## src/rtl/fft_frame_scheduler.sv

```systemverilog
// Frame sequencer: captures one decimated frame into the FFT buffer, starts the
// transform, waits for completion, then holds the spectrum for HOLD_FRAMES vsyncs.
module fft_frame_scheduler #(
    parameter int DATA_WIDTH   = 18,
    parameter int SAMPLE_WIDTH = 12,
    parameter int ADDR_WIDTH   = 4,
    parameter int DECIMATE     = 1,
    parameter int HOLD_FRAMES  = 1
) (
    input  logic                    clk,
    input  logic                    rst,
    input  logic                    capture_en,
    input  logic                    sample_valid,
    input  logic [SAMPLE_WIDTH-1:0] sample_data,
    input  logic                    fft_done,
    input  logic                    vsync,
    output logic                    mic_we,
    output logic [ADDR_WIDTH-1:0]   mic_addr,
    output logic [DATA_WIDTH-1:0]   mic_data,
    output logic                    fft_start,
    output logic                    frame_ready,
    output logic                    busy,
    output logic [7:0]              drop_count
);

    localparam int DEC_W  = (DECIMATE > 1) ? $clog2(DECIMATE) : 1;
    localparam int HOLD_W = (HOLD_FRAMES > 1) ? $clog2(HOLD_FRAMES) : 1;
    localparam logic [DEC_W-1:0]      DEC_LAST  = DEC_W'(DECIMATE - 1);
    localparam logic [HOLD_W-1:0]     HOLD_LAST = HOLD_W'(HOLD_FRAMES - 1);
    localparam logic [ADDR_WIDTH-1:0] ADDR_LAST = '1;

    typedef enum logic [2:0] {
        S_IDLE,
        S_CAPTURE,
        S_START,
        S_WAIT_ACK,
        S_WAIT_DONE,
        S_HOLD
    } state_t;

    state_t                  state;
    state_t                  state_next;
    logic [ADDR_WIDTH-1:0]   sample_idx;
    logic [DEC_W-1:0]        dec_cnt;
    logic [HOLD_W-1:0]       hold_cnt;
    logic                    vsync_q;
    logic                    vsync_rise;
    logic                    keep;
    logic                    drop;

    assign vsync_rise = vsync & ~vsync_q;
    assign keep       = (state == S_CAPTURE) && sample_valid && (dec_cnt == '0);
    assign drop       = sample_valid && (state inside {S_START, S_WAIT_ACK, S_WAIT_DONE, S_HOLD});

    // NOTE: state_next gets its default before the case so no path leaves it unassigned (no latch).
    always_comb begin
        state_next = state;
        case (state)
            S_IDLE:      if (capture_en) state_next = S_CAPTURE;
            S_CAPTURE:   if (keep && sample_idx == ADDR_LAST) state_next = S_START;
            S_START:     state_next = S_WAIT_ACK;
            // done is a level: wait for it to drop first so a stale 1 is not taken as completion
            S_WAIT_ACK:  if (!fft_done) state_next = S_WAIT_DONE;
            S_WAIT_DONE: if (fft_done) state_next = S_HOLD;
            S_HOLD:      if (vsync_rise && hold_cnt == HOLD_LAST)
                             state_next = capture_en ? S_CAPTURE : S_IDLE;
            default:     state_next = S_IDLE;
        endcase
    end

    // NOTE: sequential state uses non-blocking assignments so every register samples pre-edge values.
    always_ff @(posedge clk) begin
        if (!rst) state <= S_IDLE;
        else      state <= state_next;
    end

    always_ff @(posedge clk) begin
        if (!rst) begin
            sample_idx  <= '0;
            dec_cnt     <= '0;
            hold_cnt    <= '0;
            vsync_q     <= 1'b0;
            mic_we      <= 1'b0;
            mic_addr    <= '0;
            mic_data    <= '0;
            fft_start   <= 1'b0;
            frame_ready <= 1'b0;
            busy        <= 1'b0;
            drop_count  <= '0;
        end else begin
            vsync_q     <= vsync;
            mic_we      <= keep;
            fft_start   <= (state == S_START);
            frame_ready <= (state == S_WAIT_DONE) && fft_done;
            busy        <= (state_next != S_IDLE);

            if (keep) begin
                mic_addr <= sample_idx;
                mic_data <= DATA_WIDTH'($signed(sample_data));
            end

            // Counters sit at zero outside CAPTURE, so every capture starts from index 0.
            if (state == S_CAPTURE) begin
                if (sample_valid) begin
                    dec_cnt <= (dec_cnt == DEC_LAST) ? '0 : dec_cnt + DEC_W'(1);
                    if (keep) sample_idx <= sample_idx + ADDR_WIDTH'(1);
                end
            end else begin
                sample_idx <= '0;
                dec_cnt    <= '0;
            end

            if (state == S_HOLD) begin
                if (vsync_rise) hold_cnt <= hold_cnt + HOLD_W'(1);
            end else begin
                hold_cnt <= '0;
            end

            if (drop && drop_count != 8'hFF) drop_count <= drop_count + 8'd1;
        end
    end

endmodule
```

## config.mk

```make
export PLATFORM = sky130hd
export DESIGN_NAME = fft_frame_scheduler
export DESIGN_NICKNAME = d
export VERILOG_FILES = /design/src/rtl/fft_frame_scheduler.sv
export SDC_FILE = /design/constraint.sdc
export NUM_CORES = 1
export LEC_CHECK = 0
export BUFFER_PORTS_ARGS = -buffer_cell sky130_fd_sc_hd__buf_2
export CORE_MARGIN = 5
export CORE_UTILIZATION = 40
export DETAILED_ROUTE_END_ITERATION = 8
export SLEW_MARGIN = 10
export SYNTH_ARGS = -nofsm -noshare
export SYNTH_HDL_FRONTEND = slang
export SYNTH_SLANG_ARGS = --single-unit
export TNS_END_PERCENT = 10
```

## constraint.sdc

```tcl
create_clock -name clk -period 1.63 [get_ports clk]
set_input_delay 0.326 -clock clk [delete_from_list [all_inputs] [get_ports clk]]
set_output_delay 0.326 -clock clk [all_outputs]
set_load 0.005 [all_outputs]
```

==> Yosys cells after proc, flatten, opt, wreduce, memory -nomap -nowiden <==
Index checks and enable logic that the tools add are counted.
W data, S select, Z words.
{ "totals": {"regBits": 38, "input_bits": 18, "out_inout_bits": 34, "word_cells": 48} }
{ "op_classes": {"n_addsub": 4, "eq_ne": 7, "muxes": 8, "bitwise": 4, "reduce_logical": 13} }
{ "ops": {"columns": ["op", "count"], "rows": [
  ["$pmux W3 S6", 1],
  ["$mux W3", 5],
  ["$add A8 B1 Y8 const B", 1],
  ["$ne A8 B8 Y1 const B", 1],
  ["$logic_and A1 B1 Y1", 7],
  ["$eq A3 B2 Y1 const B", 2],
  ["$eq A3 B3 Y1 const B", 2],
  ["$reduce_and A2 Y1", 3],
  ["$add A4 B1 Y4 const B", 1],
  ["$eq A4 B4 Y1 const B", 1],
  ["$reduce_bool A4 Y1", 1],
  ["$eq A3 B1 Y1 const B", 1],
  ["$logic_not A3 Y1", 1],
  ["$not A1 Y1", 3],
  ["$reduce_bool A3 Y1", 1],
  ["$add A1 B1 Y1 const B", 2],
  ["$mux W1", 2],
  ["$and A1 B1 Y1", 1]
]} }

==> Depth between registers and ports, before layout <==
{ "logic_depth": {"depth_word": 7, "depth_mapped": 7, "depth_no_buf": 5} }

==> Least setup slack after synthesis <==
No wires, ideal clock.
{ "synth_timing": {"kind": "register -> register", "from": "register state[0]", "to": "register, netlist name mic_data[11]", "setup_ns": 0.118, "arrival_ns": 1.339, "required_ns": 1.512, "slack_ns": 0.173, "stages_incl_launch_ff": 8, "n_path_buf": 3, "synth_period_minus_slack_ns": 1.457, "cell_sequence": "dfxtp_1 buf_6 inv_4 or4_4 buf_6 buf_12 nand2_2 a21boi_2"} }
{ "synth_between": {"elab_chain_len": 3} }
{ "synth_lines": {"columns": ["element", "line", "rtl"], "rows": [
  ["from (decl)", "41", "state_t state;"],
  ["from (signal assigned)", "74", "else state <= state_next;"],
  ["$eq A3 B1 Y1", "52", "assign keep = (state == S_CAPTURE) && sample_valid && (dec_cnt == '0);"],
  ["$logic_and A1 B1 Y1 (2 in a row)", "52", null]
]} }
Every way passes these cells.
A chain may end at the register's enable or synchronous reset.

==> Worst setup path after layout <==
{ "layout_timing": {"from": "register state[0]", "to": "register mic_addr[0]"} }
{ "layout_between": {"elab_chain_len": 3} }
{ "layout_lines": {"columns": ["element", "line", "rtl"], "rows": [
  ["$eq A3 B1 Y1", "52", null],
  ["$logic_and A1 B1 Y1 (2 in a row)", "52", null],
  ["to (signal assigned)", "98", "mic_addr <= sample_idx;"],
  ["to (decl)", "18", "output logic [ADDR_WIDTH-1:0] mic_addr,"]
]} }
Every way passes these cells.

==> results.txt <==
final hold vios -> 0
cell taking the most area after synthesis -> dfxtp_1
Synth Instances -> 180
gr usage total -> 13.0%
Reg clk slew, reported paths -> 0.07 ns
ranking of synthesized cells by area -> dfxtp_1, a21boi_2, nand2_1
number of synthesized register bits -> 37
height of the die -> 75.0 um
final worst-path cycle share -> 94.3%
final routed wire length divided by cell count -> 12.2 um
Crit path arrival time -> 1.71 ns
Finish-stage setup viols -> 0
final non-filler cell total -> 281
via count -> 1351
CP startpoint kind -> flop
fin crit period -> 1.54 ns
outcome -> completed
number of synthesized flops with an enable pin -> 0
top cells by count, synth -> dfxtp_1, nand2_1, a21boi_2, nand2_2, a21boi_0
Slew Limit Fails -> 0
HP Class -> primary input to flop
Post-Route Utilization -> 50.4%
FP Rows -> 23
TritonCTS Buffers -> 5
yosys warns -> 0
Post-CTS Hold Fix Bufs -> 0
Post-synth ARST share -> 0%
drt initial violations -> 43
drt via density -> 4.81
max cap viols -> 0
Max Clk Rate -> 0.651 GHz
DIE WIDTH -> 75.0 um
PostCTS Resize Cnt -> 0
Worst-Margin Slew -> 0.378 ns
worst vdd ir -> 0.346 mV
die area -> 5620 sq um
CTS tree -> built
register area share after synthesis -> 43.9%
PwrDens -> 869 nW/um^2
first-pass GRT wire length -> 5.57 mm
GP Congestion -> 0.841
setup bufs post-CTS -> 0
gr ovfl total -> 0
Diodes inserted -> 0
fin nets -> 251
share of cells above drive strength 1 -> 38.5%
IO Port Bufs -> 51
DRT antenna net count -> 0
post-synth top area share -> 43.9%
initial antenna violation count -> 0
vias in the first global route -> 1240
H-tree Lvls -> 2
CTS sink cnt -> 37
Detail Placement HPWL -> 2.57 mm
root buf cell -> clkbuf_8
Worst-Skew Late Latency -> 0.29 ns
Longest Clk Path Bufs -> 2
drt drc -> 0
P_leak -> 0.000917 uW
first drt pass iteration count -> 4
Critical Path End Type -> flop
crit-path max FO -> 16
Synth Cell Area -> 1690 sq um
required time worst endpoint -> 1.81 ns
placed cell count -> 273
io pins -> 52
most numerous cell in the Yosys netlist -> dfxtp_1
total core area -> 4060 sq um
Area Overhead vs Synth -> 21.0%
path type of the worst setup path -> flop to flop
initial core utilization -> 41.6%
largest net degree at the start of global routing -> 26
Yosys cell types -> 41
Setup Skew -> 0.00489 ns
ys flop type -> dfxtp_1
Worst slew margin -> 74.8%
setup TNS -> 0 ns
wirelength, routed -> 3.42 mm
Syn Nets -> 201
Synth Area per Inst -> 9.38 sq um
RSZ-0062 raised after global routing -> false
## logic make-up after synthesis
kind of cell | after synthesis | share of synthesized area [%]
and+or+nand+nor | 78 | 24.4
DFF | 37 | 43.9
AOI/OAI and AO/OA | 32 | 16.2
buffers and inverters | 21 | 8.37
xor gates and xnor gates | 6 | 3.11
muxes | 3 | 1.78
adders and majority gates | 3 | 2.22
## path summary, 6_finish.rpt
kind	startpoint	to	slack [ns]	depth (start not counted)
hold / removal	vsync	vsync_q$_SDFF_PN0_	0.26	2
hold reg to reg	mic_data[2]$_SDFFE_PN0P_	mic_data[2]$_SDFFE_PN0P_	0.46	2
setup reg to reg	state[0]$_SDFF_PN0_	mic_addr[0]$_SDFFE_PN0P_	0.09	4
setup / recovery	state[0]$_SDFF_PN0_	mic_addr[0]$_SDFFE_PN0P_	0.09	4
## sequential cells by signal, summed over array words and instances, names as in the netlist
signal	count
busy	1
mic_addr	4
sample_idx	4
mic_we	1
fft_start	1
mic_data	12
hold_cnt	1
drop_count	8
frame_ready	1
vsync_q	1
state	3
## per-layer routing
layer | global-route usage [%] | vias to the layer above | part of all wire [%]
met5 | 0 | - | 0
met4 | 5.93 | 0 | 1.8
li1 | - | 704 | -
met2 | 18.5 | 40 | 40
met3 | 5.34 | 6 | 9.2
met1 | 17.3 | 601 | 49
## stage by stage
step           hold WS, ns  setup WS [ns]  power [uW]  cell area, sq um
6_report             0.262         0.0935        1780              2040
5_1_grt              0.246         0.0168        1870              2040
4_1_cts              0.247         0.0917        1810              2040
3_5_place_dp         0.449         0.0621        1100              1940
3_3_place_gp         0.444         0.0947        1110              1940
2_1_floorplan        0.448          0.173        1060              1690
## placed cells by master (no fill, tap or decap), types with 2 or more instances in the layout
cell type	netlist	routed
buf_2	2	51
dfxtp_1	37	37
nand2_1	29	29
nand2_2	10	10
a21boi_2	10	10
a21boi_0	8	8
nor2_1	7	7
clkbuf_8	0	7
buf_4	7	7
inv_1	5	5
nand3_1	5	5
xor2_1	5	5
and2_1	4	4
nor3b_1	4	4
nand4_1	3	3
nor3_1	3	3
nor2b_1	3	3
a31oi_1	3	3
mux2i_1	3	3
ha_1	3	3
and3_1	2	2
a21oi_1	2	2
and4_1	2	2
o211a_1	2	2
## area by class of cell
class / count / area [sq um]
multi-input combinational: 122 / 807
fill: 390 / 2010
clock buffer: 7 / 96.3
timing repair buffer: 58 / 308
sequential: 37 / 741
tap: 50 / 62.6
clock inverter: 1 / 5.00
inverter: 6 / 25.0
## report_power, final
part	internal, uW	switching [uW]	leakage, uW	total [uW]
combinational	70.1	72.8	0.000563	143
sequential	924	15.2	0.000300	939
clock	382	312	0.0000542	694
total	1380	400	0.000917	1780
## worst max-delay path: stages, from the launching register on
cell,delay (ns)
dfxtp_1,0.50
inv_4,0.07
or4_4,0.67
nand2_1,0.11
a21boi_0,0.08
Power figures use the tool's default switching activity.
